File: src/rtl/gray_counter_param.sv
// Parametrised up/down Gray-code counter with registered binary and Gray outputs.
// Define GRAY_CNT_CHECK_EN to add the sticky Gray-adjacency error flag (err).
module gray_counter_param #(
  parameter int WIDTH    = 8,
  parameter bit SATURATE = 1'b0
) (
  input  logic             clk,
  input  logic             reset,
  input  logic             enable,
  input  logic             up_down,
  input  logic             load,
  input  logic [WIDTH-1:0] load_gray,
  output logic [WIDTH-1:0] bin_out,
  output logic [WIDTH-1:0] gray_out,
  output logic             tc,
`ifdef GRAY_CNT_CHECK_EN
  output logic             wrap,
  output logic             err
`else
  output logic             wrap
`endif
);

  localparam logic [WIDTH-1:0] MAX_VAL = '1;
  localparam logic [WIDTH-1:0] ONE     = WIDTH'(1);

  // Each binary bit is the XOR of all Gray bits at or above it.
  function automatic logic [WIDTH-1:0] grayToBin(input logic [WIDTH-1:0] g);
    logic [WIDTH-1:0] b;
    b = g;
    for (int i = WIDTH - 2; i >= 0; i--) begin
      b[i] = b[i+1] ^ g[i];
    end
    return b;
  endfunction

  logic [WIDTH-1:0] r_bin;
  logic [WIDTH-1:0] r_gray;
  logic             r_wrap;
  logic [WIDTH-1:0] w_nextBin;
  logic [WIDTH-1:0] w_nextGray;
  logic             w_nextWrap;

  // Load beats a step; a saturating counter at a limit simply holds.
  always_comb begin
    w_nextBin  = r_bin;
    w_nextWrap = 1'b0;
    if (load) begin
      w_nextBin = grayToBin(load_gray);
    end else if (enable) begin
      if (up_down) begin
        if (r_bin != MAX_VAL) begin
          w_nextBin = r_bin + ONE;
        end else if (!SATURATE) begin
          w_nextBin  = '0;
          w_nextWrap = 1'b1;
        end
      end else begin
        if (r_bin != '0) begin
          w_nextBin = r_bin - ONE;
        end else if (!SATURATE) begin
          w_nextBin  = MAX_VAL;
          w_nextWrap = 1'b1;
        end
      end
    end
  end

  assign w_nextGray = w_nextBin ^ (w_nextBin >> 1);

  always_ff @(posedge clk) begin
    if (reset) begin
      r_bin  <= '0;
      r_gray <= '0;
      r_wrap <= 1'b0;
    end else begin
      r_bin  <= w_nextBin;
      r_gray <= w_nextGray;
      r_wrap <= w_nextWrap;
    end
  end

  assign bin_out  = r_bin;
  assign gray_out = r_gray;
  assign wrap     = r_wrap;
  assign tc       = up_down ? (r_bin == MAX_VAL) : (r_bin == '0);

`ifdef GRAY_CNT_CHECK_EN
  logic [WIDTH-1:0] r_prevGray;
  logic             r_wasLoad;
  logic             r_err;
  logic [WIDTH-1:0] w_grayDiff;
  logic             w_multiBit;

  assign w_grayDiff = r_gray ^ r_prevGray;
  assign w_multiBit = (w_grayDiff & (w_grayDiff - ONE)) != '0;

  // r_wasLoad marks transitions caused by a load, which may jump arbitrarily.
  always_ff @(posedge clk) begin
    if (reset) begin
      r_prevGray <= '0;
      r_wasLoad  <= 1'b0;
      r_err      <= 1'b0;
    end else begin
      r_prevGray <= r_gray;
      r_wasLoad  <= load;
      if (w_multiBit && !r_wasLoad) begin
        r_err <= 1'b1;
      end
    end
  end

  assign err = r_err;
`endif

endmodule

File: config.mk
export PLATFORM = sky130hd
export DESIGN_NAME = gray_counter_param
export DESIGN_NICKNAME = d
export VERILOG_FILES = /design/src/rtl/gray_counter_param.sv
export SDC_FILE = /design/constraint.sdc
export NUM_CORES = 1
export LEC_CHECK = 0
export BUFFER_PORTS_ARGS = -buffer_cell sky130_fd_sc_hd__buf_2
export CAP_MARGIN = 5
export CORE_MARGIN = 5
export CORE_UTILIZATION = 53
export DETAILED_ROUTE_END_ITERATION = 6
export PLACE_DENSITY_LB_ADDON = 0.2
export SETUP_SLACK_MARGIN = 0.05
export SYNTH_ARGS = -nofsm -noshare
export SYNTH_HDL_FRONTEND = slang
export SYNTH_SLANG_ARGS = --single-unit
File: constraint.sdc
create_clock -name clk -period 2.4 [get_ports clk]
set_clock_uncertainty 0.1 [all_clocks]
set_input_delay 0.36 -clock clk [delete_from_list [all_inputs] [get_ports clk]]
set_output_delay 0.36 -clock clk [all_outputs]
set_load 0.02 [all_outputs]
---- After elaboration in Yosys (flattened, before gate mapping) ----
Index checks and enable logic that the tools add are counted.
storage, ports and cells
  output and inout bits ................... 18
  register bits ........................... 17
  input bits .............................. 13
operators by class
  bitwise logic cells ..................... 9
  equal/unequal tests ..................... 2
  reductions and logical operators ........ 3
  multiplexer cells ....................... 9
  add/sub/neg operators ................... 2
operators with widths
  cell                                                                 number
  8-bit 2-to-1 mux                                                     5
  8-bit by 1-bit adder with 8-bit output (second input constant)       1
  8-bit == test (second input constant)                                1
  8-bit logical NOT                                                    1
  8-bit != test (second input constant)                                1
  8-bit nonzero test                                                   1
  8-bit by 1-bit subtractor with 8-bit output (second input constant)  1
  8-bit by 7-bit XOR with 8-bit output                                 1
  1-bit XOR                                                            7
  1-bit 2-to-1 mux                                                     4
  3-bit OR reduction                                                   1
  1-bit NOT                                                            1

---- Longest topological paths before layout ----
Gate-level depths: netlist of run 1.
  word-level depth ........................ 9
  gate-level depth with buffers ........... 8

---- Worst setup path before layout of run 1 ----
No wires, ideal clock.
  kind .................................... reg-to-reg
  from .................................... reg r_bin[0], in the netlist bin_out[0]
  to ...................................... reg r_gray[5], in the netlist gray_out[5]
  cell stages (with the launch flop) ...... 9
  setup slack ............................. 0.074 ns
  path buffers ............................ 0
  setup time .............................. 0.128 ns
  required time ........................... 2.172 ns
  arrival ................................. 2.098 ns
  path through ............................ dfxtp_1 inv_1 ha_1 or3b_2 nor2_4 or4_1 a31oi_1 xnor2_1 nor2_1
between the ends
  cells in the longest elaborated chain, start to end .. 6
  elaborated cells between the ends (all ways) .. 10
  classes of those cells .................. add/sub (2); eq/ne (1); mux (5); bitwise (1); reduce/logical (1)
RTL lines
  element                                                                    RTL line  text
  from (decl)                                                                37        logic [WIDTH-1:0] r_bin;
  from (signal assigned)                                                     77        r_bin <= w_nextBin;
  8-bit by 1-bit subtractor with 8-bit output, or another cell as far along  60        w_nextBin = r_bin - ONE;
  8-bit 2-to-1 mux, on equally long branches                                 59, 52
  8-bit 2-to-1 mux (*)                                                       51        if (up_down) begin
  8-bit 2-to-1 mux (*)                                                       50        end else if (enable) begin
  8-bit 2-to-1 mux (*)                                                       48        if (load) begin
  8-bit by 7-bit XOR with 8-bit output (*)                                   69        assign w_nextGray = w_nextBin ^ (w_nextBin >> 1);
  to (signal assigned)                                                       78        r_gray <= w_nextGray;
  to (decl)                                                                  38        logic [WIDTH-1:0] r_gray;
Mark *: on every way between the ends. The rest lies on a longest branch, timed or not.
A chain may end at the register's enable or synchronous reset.

---- Worst setup path after layout of run 1 ----
  from .................................... reg r_bin[1], in the netlist bin_out[1]
  to ...................................... out tc
between the ends
  cells in the longest elaborated chain, start to end .. 2
  elaborated cells between the ends (all ways) .. 3
  classes of those cells .................. eq/ne (1); mux (1); reduce/logical (1)
RTL lines
  element                                             RTL line  text
  8-bit == test or 8-bit logical NOT (tied branches)  86        assign tc = up_down ? (r_bin == MAX_VAL) : (r_bin == '0);
  1-bit 2-to-1 mux (*)                                86
  to (decl)                                           15        output logic tc,
Marks and branches as above.

==> flow_metrics.tcl, run 1 <==
set metrics [dict create \
    cts_tree "yes" \
    grt_pass1_wl_microns 5950 \
    antennaDiodeCount 0 \
    grt.total_usage_pct 21.7 \
    crit_fanout 7 \
    cts_made_buffers 3 \
    synthArstFlopShare_pct 0 \
    synth.distinct_cells 47 \
    drt-initial-drc-count 50 \
    worst_setup_path_start_kind "register" \
    leakage_nw 0.660 \
    hold_path_class "input port to register" \
    dr.pass1.iters 4 \
    grt_max_degree 19 \
    gp_congestion 0.856 \
    hold_path_startpoint "load_gray[1]" \
    syn-num-nets 185 \
    critPathBufInv 2 \
    r2r_start "bin_out[0]" \
    initial_core_util_pct 53.9 \
    ys_seq_elements 16 \
    slowest_delay_ps 390 \
    cpMostUsedCell "buf_4" \
    avgSynthCellArea_sq_um 7.69 \
    path_cells "buf_4, ha_2, nand3_1, or3_4, nand2_1, buf_4" \
    synth_edf_count 0 \
    wire_per_inst_microns 15.0 \
    slew_viol_final 0 \
    syn_area_sq_um 1300 \
    avgViaCountPerCell 5.82 \
    ys.flop_type "dfxtp_1" \
    max_cap_viol_count 0 \
    cp_slowest_cell "or3_4" \
    slew_headroom_pct 70.1 \
    clkLatencyLatePin_ps 310 \
    grt.overflow.total 0 \
    syn_inst 169 \
    cts.clk_slew.worst_paths_ps 120 \
    setup_viol 0 \
    ff_latch_area_sq_um 320 \
    antenna_found_initial 0 \
    crit_start "bin_out[1]" \
    drtAntennaViolNets 0 \
    area_growth_pct 19.1 \
    yosysWarnings 0 \
    fin_crit_sh_pct 94.3 \
    final_cell_mix "buf_2 (29), nor2_1 (19), nand2_1 (17)" \
    numClockSinks 16 \
    port_buffers 30 \
    layout_min_cycle_time_ps 2260 \
    rsz0062_at_grt "false" \
    pin_count 31 \
    dieWidth_microns 59.5 \
    coreArea_sq_um 2410 \
    power_frac_seq_pct 33.7 \
    fin_setup_tns_ps 0 \
    holdWs_ps 276 \
    dp_hpwl_microns 2550 \
    rows 18 \
    cts_root_buf "clkbuf_4" \
    internal_power_mw 0.586 \
    outcome "finished, final reports clean" \
    ys_seq_area_share_pct 24.6 \
    finalHoldViolCount 0 \
    drive_gt1_share_pct 28.0 \
    worstMarginPinSlew_ps 445 \
    cp_top_family "simple AND/OR/NAND/NOR gates" \
    crit_type "register to output port" \
    critPathArrivalTime_ps 1800 \
    final_common_cell "buf_2" \
    grt_pass1_vias 1306 \
    fillers 213 \
    power.net_switching_mw 0.398 \
    ir_worst_vdd_mv 0.494 \
    power_frac_comb_pct 46.2 \
    switching_share_pct 40.5 \
    die_h_microns 59.5 \
    vias 1339 \
    dieArea_sq_um 3540 \
    clock_path_buffers 2 \
    max_freq_mhz 442 \
    multi_input_area_sq_um 907 \
    clkPwrFrac_pct 20.1 \
    nets 217 \
    finalWirelength_microns 3460 \
    critPathCaptureType "output port" \
    power.density_nw_per_um2 636 \
    required_ps 1940 \
    route.detailed.drc 0 \
    htree_levels 1 \
]
layer usage:
metal	GRT usage (%)	share of wire, %
met1	26.2	40
met2	39.5	52
met3	3.49	7.6
met4	5.70	0.78
met5	0	0
synthesized netlist by cell type (2+ instances only):
| master | n | share of area [%] |
|---|---|---|
| nor2_1 | 19 | 5.5 |
| nand2_1 | 17 | 4.9 |
| dfxtp_1 | 16 | 25 |
| a21oi_1 | 15 | 5.8 |
| xnor2_1 | 11 | 7.4 |
| inv_1 | 9 | 2.6 |
| clkbuf_1 | 7 | 2.0 |
| nor4_1 | 6 | 2.9 |
| xor2_1 | 6 | 4.0 |
| nor3_1 | 5 | 1.9 |
| o21ai_0 | 4 | 1.5 |
| a31oi_1 | 3 | 1.4 |
| ha_1 | 3 | 2.9 |
| nand2b_1 | 3 | 1.4 |
| nand3_1 | 3 | 1.2 |
| or3_1 | 3 | 1.4 |
| a211oi_1 | 2 | 1.2 |
| a31o_2 | 2 | 1.3 |
| buf_2 | 2 | 0.77 |
| mux2i_1 | 2 | 1.5 |
| nand3b_1 | 2 | 1.2 |
| nand4_1 | 2 | 0.96 |
| nor3b_1 | 2 | 1.2 |
| o31ai_1 | 2 | 1.2 |
cells by family (layout without fill, tap and decap cells):
logic type                 count (synthesis)  in the layout  synth area share, %
xor gates and xnor gates                  19             19                 14.4
muxes                                      2              2                 1.54
adders and majority gates                  3              3                 2.89
buffers and inverters                     20             51                 6.83
and+or+nand+nor                           71             71                 29.5
DFF                                       16             16                 24.6
AOI/OAI and AO/OA                         38             38                 20.1
layout make-up:
class | instances | share of cell area [%]
Inverter | 9 | 2.18
Timing Repair Buffer | 38 | 13.7
Sequential cell | 16 | 20.7
Tap cell | 30 | 2.43
Clock buffer | 4 | 2.34
Multi-Input combinational cell | 133 | 58.6
worst paths after layout:
check | end | slack (ps) | cells after the start
max | tc | 140 | 6
min | gray_out[1] | 280 | 3
max reg2reg | gray_out[5] | 170 | 9
min reg2reg | bin_out[7] | 820 | 4
worst register-to-register path: stages, from the launching register on:
cell	delay (ps)
dfxtp_1	360
inv_1	70
ha_1	220
or3b_4	260
nor2_4	40
buf_4	130
or4_1	480
a31oi_2	260
xnor2_1	140
nor2_1	50
registers in the layout (all words and copies together) (netlist names):
| register | flops |
|---|---|
| bin_out | 8 |
| gray_out | 7 |
| wrap | 1 |
per-stage QoR:
step           setup slack, ps  total power, mW  instances  util, %  cell area (sq um)
2_1_floorplan             73.9            0.659        169        -               1300
3_3_place_gp               258            0.766        224     61.3               1480
3_5_place_dp               207            0.774        224     61.3               1480
4_1_cts                   72.2            0.971        230     63.4               1530
5_1_grt                   50.1             1.04        230     64.2               1550
6_report                   137            0.984        230     64.2               1550
what timing repair did:
action                                  CTS  global route
gates resized for setup                   0             5
endpoints found under the setup margin    1             6
pin swaps                                 1             0
hold buffers                              0             0
buffers inserted                          2             0
power by group through the flow:
stage          Clock [mW]  Combinational [mW]  Sequential (mW)
2_1_floorplan           0               0.286            0.372
3_3_place_gp            0               0.431            0.335
3_5_place_dp            0               0.437            0.337
4_1_cts             0.193               0.447            0.331
5_1_grt             0.201               0.500            0.337
6_report            0.198               0.454            0.332
(Power assumes the default switching activity.)
==> run 2, diff against run 1 <==
--- a/config.mk
+++ b/config.mk
@@ -5,10 +5,11 @@
 export SDC_FILE = /design/constraint.sdc
 export NUM_CORES = 1
 export LEC_CHECK = 0
+export ABC_AREA = 1
 export BUFFER_PORTS_ARGS = -buffer_cell sky130_fd_sc_hd__buf_2
 export CAP_MARGIN = 5
 export CORE_MARGIN = 5
-export CORE_UTILIZATION = 53
+export CORE_UTILIZATION = 52
 export DETAILED_ROUTE_END_ITERATION = 6
 export PLACE_DENSITY_LB_ADDON = 0.2
 export SETUP_SLACK_MARGIN = 0.05
==> run 2 against run 1 <==
Against the previous run:
- final cell count up 6.5%
- wire length fell by 10%
- largest cell class unchanged
- hold slack worse by 28 ps
- combinational power shrank 31%
- sequential power down 2%
- critical path type is now register to register
- global-route usage shrank 2.3 points
==> flow_metrics.tcl, run 2 <==
set metrics [dict create \
    power_frac_comb_pct 38.3 \
    pin_count 31 \
    cts_tree "yes" \
    crit_type "register to register" \
    synthArstFlopShare_pct 0 \
    synth_area_leader_cell "dfxtp_1" \
    timing.final.ws_setup_ps 285 \
    post_cts_buffers 0 \
    clkPwrFrac_pct 22.0 \
    route.detailed.drc 0 \
    syn-num-nets 204 \
    synth_edf_count 0 \
    rsz0062_at_grt "false" \
    vias 1313 \
    clkLatencyLatePin_ps 290 \
    slew_headroom_pct 70.6 \
    synth_most_common_cell "nand2_1" \
    ys.flop_type "dfxtp_1" \
    drt-initial-drc-count 44 \
    grt.overflow.total 0 \
    layout_min_cycle_time_ps 2120 \
    wire_per_inst_microns 12.7 \
    htree_levels 1 \
    syn_inst 188 \
    coreArea_sq_um 2230 \
    dpl_worst_slack_ps 316 \
    drive_gt1_share_pct 26.3 \
    max_freq_mhz 473 \
    numClockSinks 16 \
    clock_path_buffers 2 \
    antenna_found_initial 0 \
    avgSynthCellArea_sq_um 6.59 \
    critPathArrivalTime_ps 2220 \
    initial_core_util_pct 55.5 \
    power.net_switching_mw 0.321 \
    cts_root_buf "clkbuf_4" \
    gp_congestion 0.917 \
    slew_viol_final 0 \
    finalWirelength_microns 3110 \
    ir_worst_vdd_mv 0.338 \
    die_h_microns 58.8 \
    largest_reg_flops 8 \
    hold_path_class "input port to register" \
    final_common_cell "nand2_1" \
    grt.total_usage_pct 19.4 \
    leakage_nw 0.756 \
    cts.clk_slew.worst_paths_ps 100 \
    dr.pass1.iters 5 \
    drtAntennaViolNets 0 \
    cts_hold_buf 0 \
    instances_no_fill 245 \
    ff_latch_area_sq_um 320 \
    multi_input_area_sq_um 769 \
    synthTopCellsByCount "nand2_1 (40), inv_1 (23), nand3_1 (23), nor2_1 (17), dfxtp_1 (16)" \
    synth.distinct_cells 33 \
    fin_crit_sh_pct 88.1 \
    nets 234 \
    fillers 223 \
    numPlacedInstances 241 \
    rows 17 \
    grt_max_degree 13 \
    fin_total_pwr_mw 0.816 \
    power.density_nw_per_um2 574 \
    dieWidth_microns 58.8 \
    switching_share_pct 39.4 \
    finalHoldViolCount 0 \
    cts.repair.resized 0 \
    worst_setup_path_start_kind "register" \
    fin_setup_tns_ps 0 \
    yosysTopAreaCellShare_pct 25.9 \
    outcome "finished, final reports clean" \
    ys_seq_area_share_pct 25.9 \
    power_frac_seq_pct 39.7 \
    holdWs_ps 248 \
    dp_hpwl_microns 2510 \
    dieArea_sq_um 3460 \
    crit_fanout 6 \
    grt_pass1_wl_microns 5260 \
    critPathCaptureType "register" \
    grt_pass1_vias 1228 \
    final_cell_mix "nand2_1 (40), buf_2 (30), inv_1 (23), nand3_1 (23), nor2_1 (17)" \
    yosysWarnings 0 \
    cts_made_buffers 3 \
    port_buffers 30 \
    syn_area_sq_um 1240 \
    area_growth_pct 14.6 \
    internal_power_mw 0.494 \
    antennaDiodeCount 0 \
    required_ps 2500 \
    yosys-top-cells-area "dfxtp_1 (26%), nand2_1 (12%), nand3_1 (9.3%), inv_1 (7.0%), xor2_1 (5.7%)" \
    max_cap_viol_count 0 \
    setup_viol 0 \
    avgViaCountPerCell 5.36 \
    worstMarginPinSlew_ps 430 \
    ys_seq_elements 16 \
]
## run 2: final timing paths
path            endpoint  depth (start not counted)  slack [ps]  startpoint
max          gray_out[5]                         13         280  bin_out[0]
min           bin_out[0]                          2         250       reset
max reg2reg  gray_out[5]                         13         280  bin_out[0]
min reg2reg         wrap                          2         610  bin_out[7]
## run 2: final cells by class
class	instances	area share, %
clock buffers	4	2.56
flip-flops and latches	16	22.6
inverters	29	7.67
well taps	28	2.47
repair buffers	30	10.6
multi-input cells	138	54.2
## run 2: cell families (layout without fill, tap and decap cells)
logic type               after synthesis  count (layout)  synth area share (%)
adder cells (fa/ha/maj)                3               3                  3.03
AO/OA/AOI/OAI                         32              32                  16.5
flip-flops                            16              16                  25.9
AND/OR/NAND/NOR                       95              95                  37.0
XOR/XNOR                               8               8                  5.66
buffers and inverters                 34              63                  12.0
## run 2: through the flow
step | cell area [sq um] | utilization, %
finish | 1420 | 63.6
global route | 1420 | 63.6
CTS | 1420 | 63.6
detailed placement | 1380 | 62.0
global placement | 1380 | 62.0
floorplan | 1240 | -
## run 2: critical path: stages, from the launching register on
cell,delay [ps]
dfxtp_1,350
inv_1,220
ha_1,200
nand3_1,110
o21ai_2,290
inv_2,100
a21oi_2,130
nand2_1,80
o211ai_2,90
nand2_4,70
inv_1,90
nand3_1,90
nand3_1,80
inv_1,40
## run 2: metal layers
layer	share of wire, %	global-route usage, %	up-vias
li1	-	-	670
met1	44	24.4	588
met2	48	33.3	46
met3	5.3	2.19	9
met4	2.0	8.09	0
met5	0	0	-
## run 2: power by group through the flow
stage          logic [mW]  registers (mW)  clock network [mW]
2_1_floorplan       0.195           0.364                   0
3_3_place_gp        0.304           0.328                   0
3_5_place_dp        0.311           0.328                   0
4_1_cts             0.313           0.322               0.180
5_1_grt             0.347           0.328               0.198
6_report            0.312           0.324               0.180
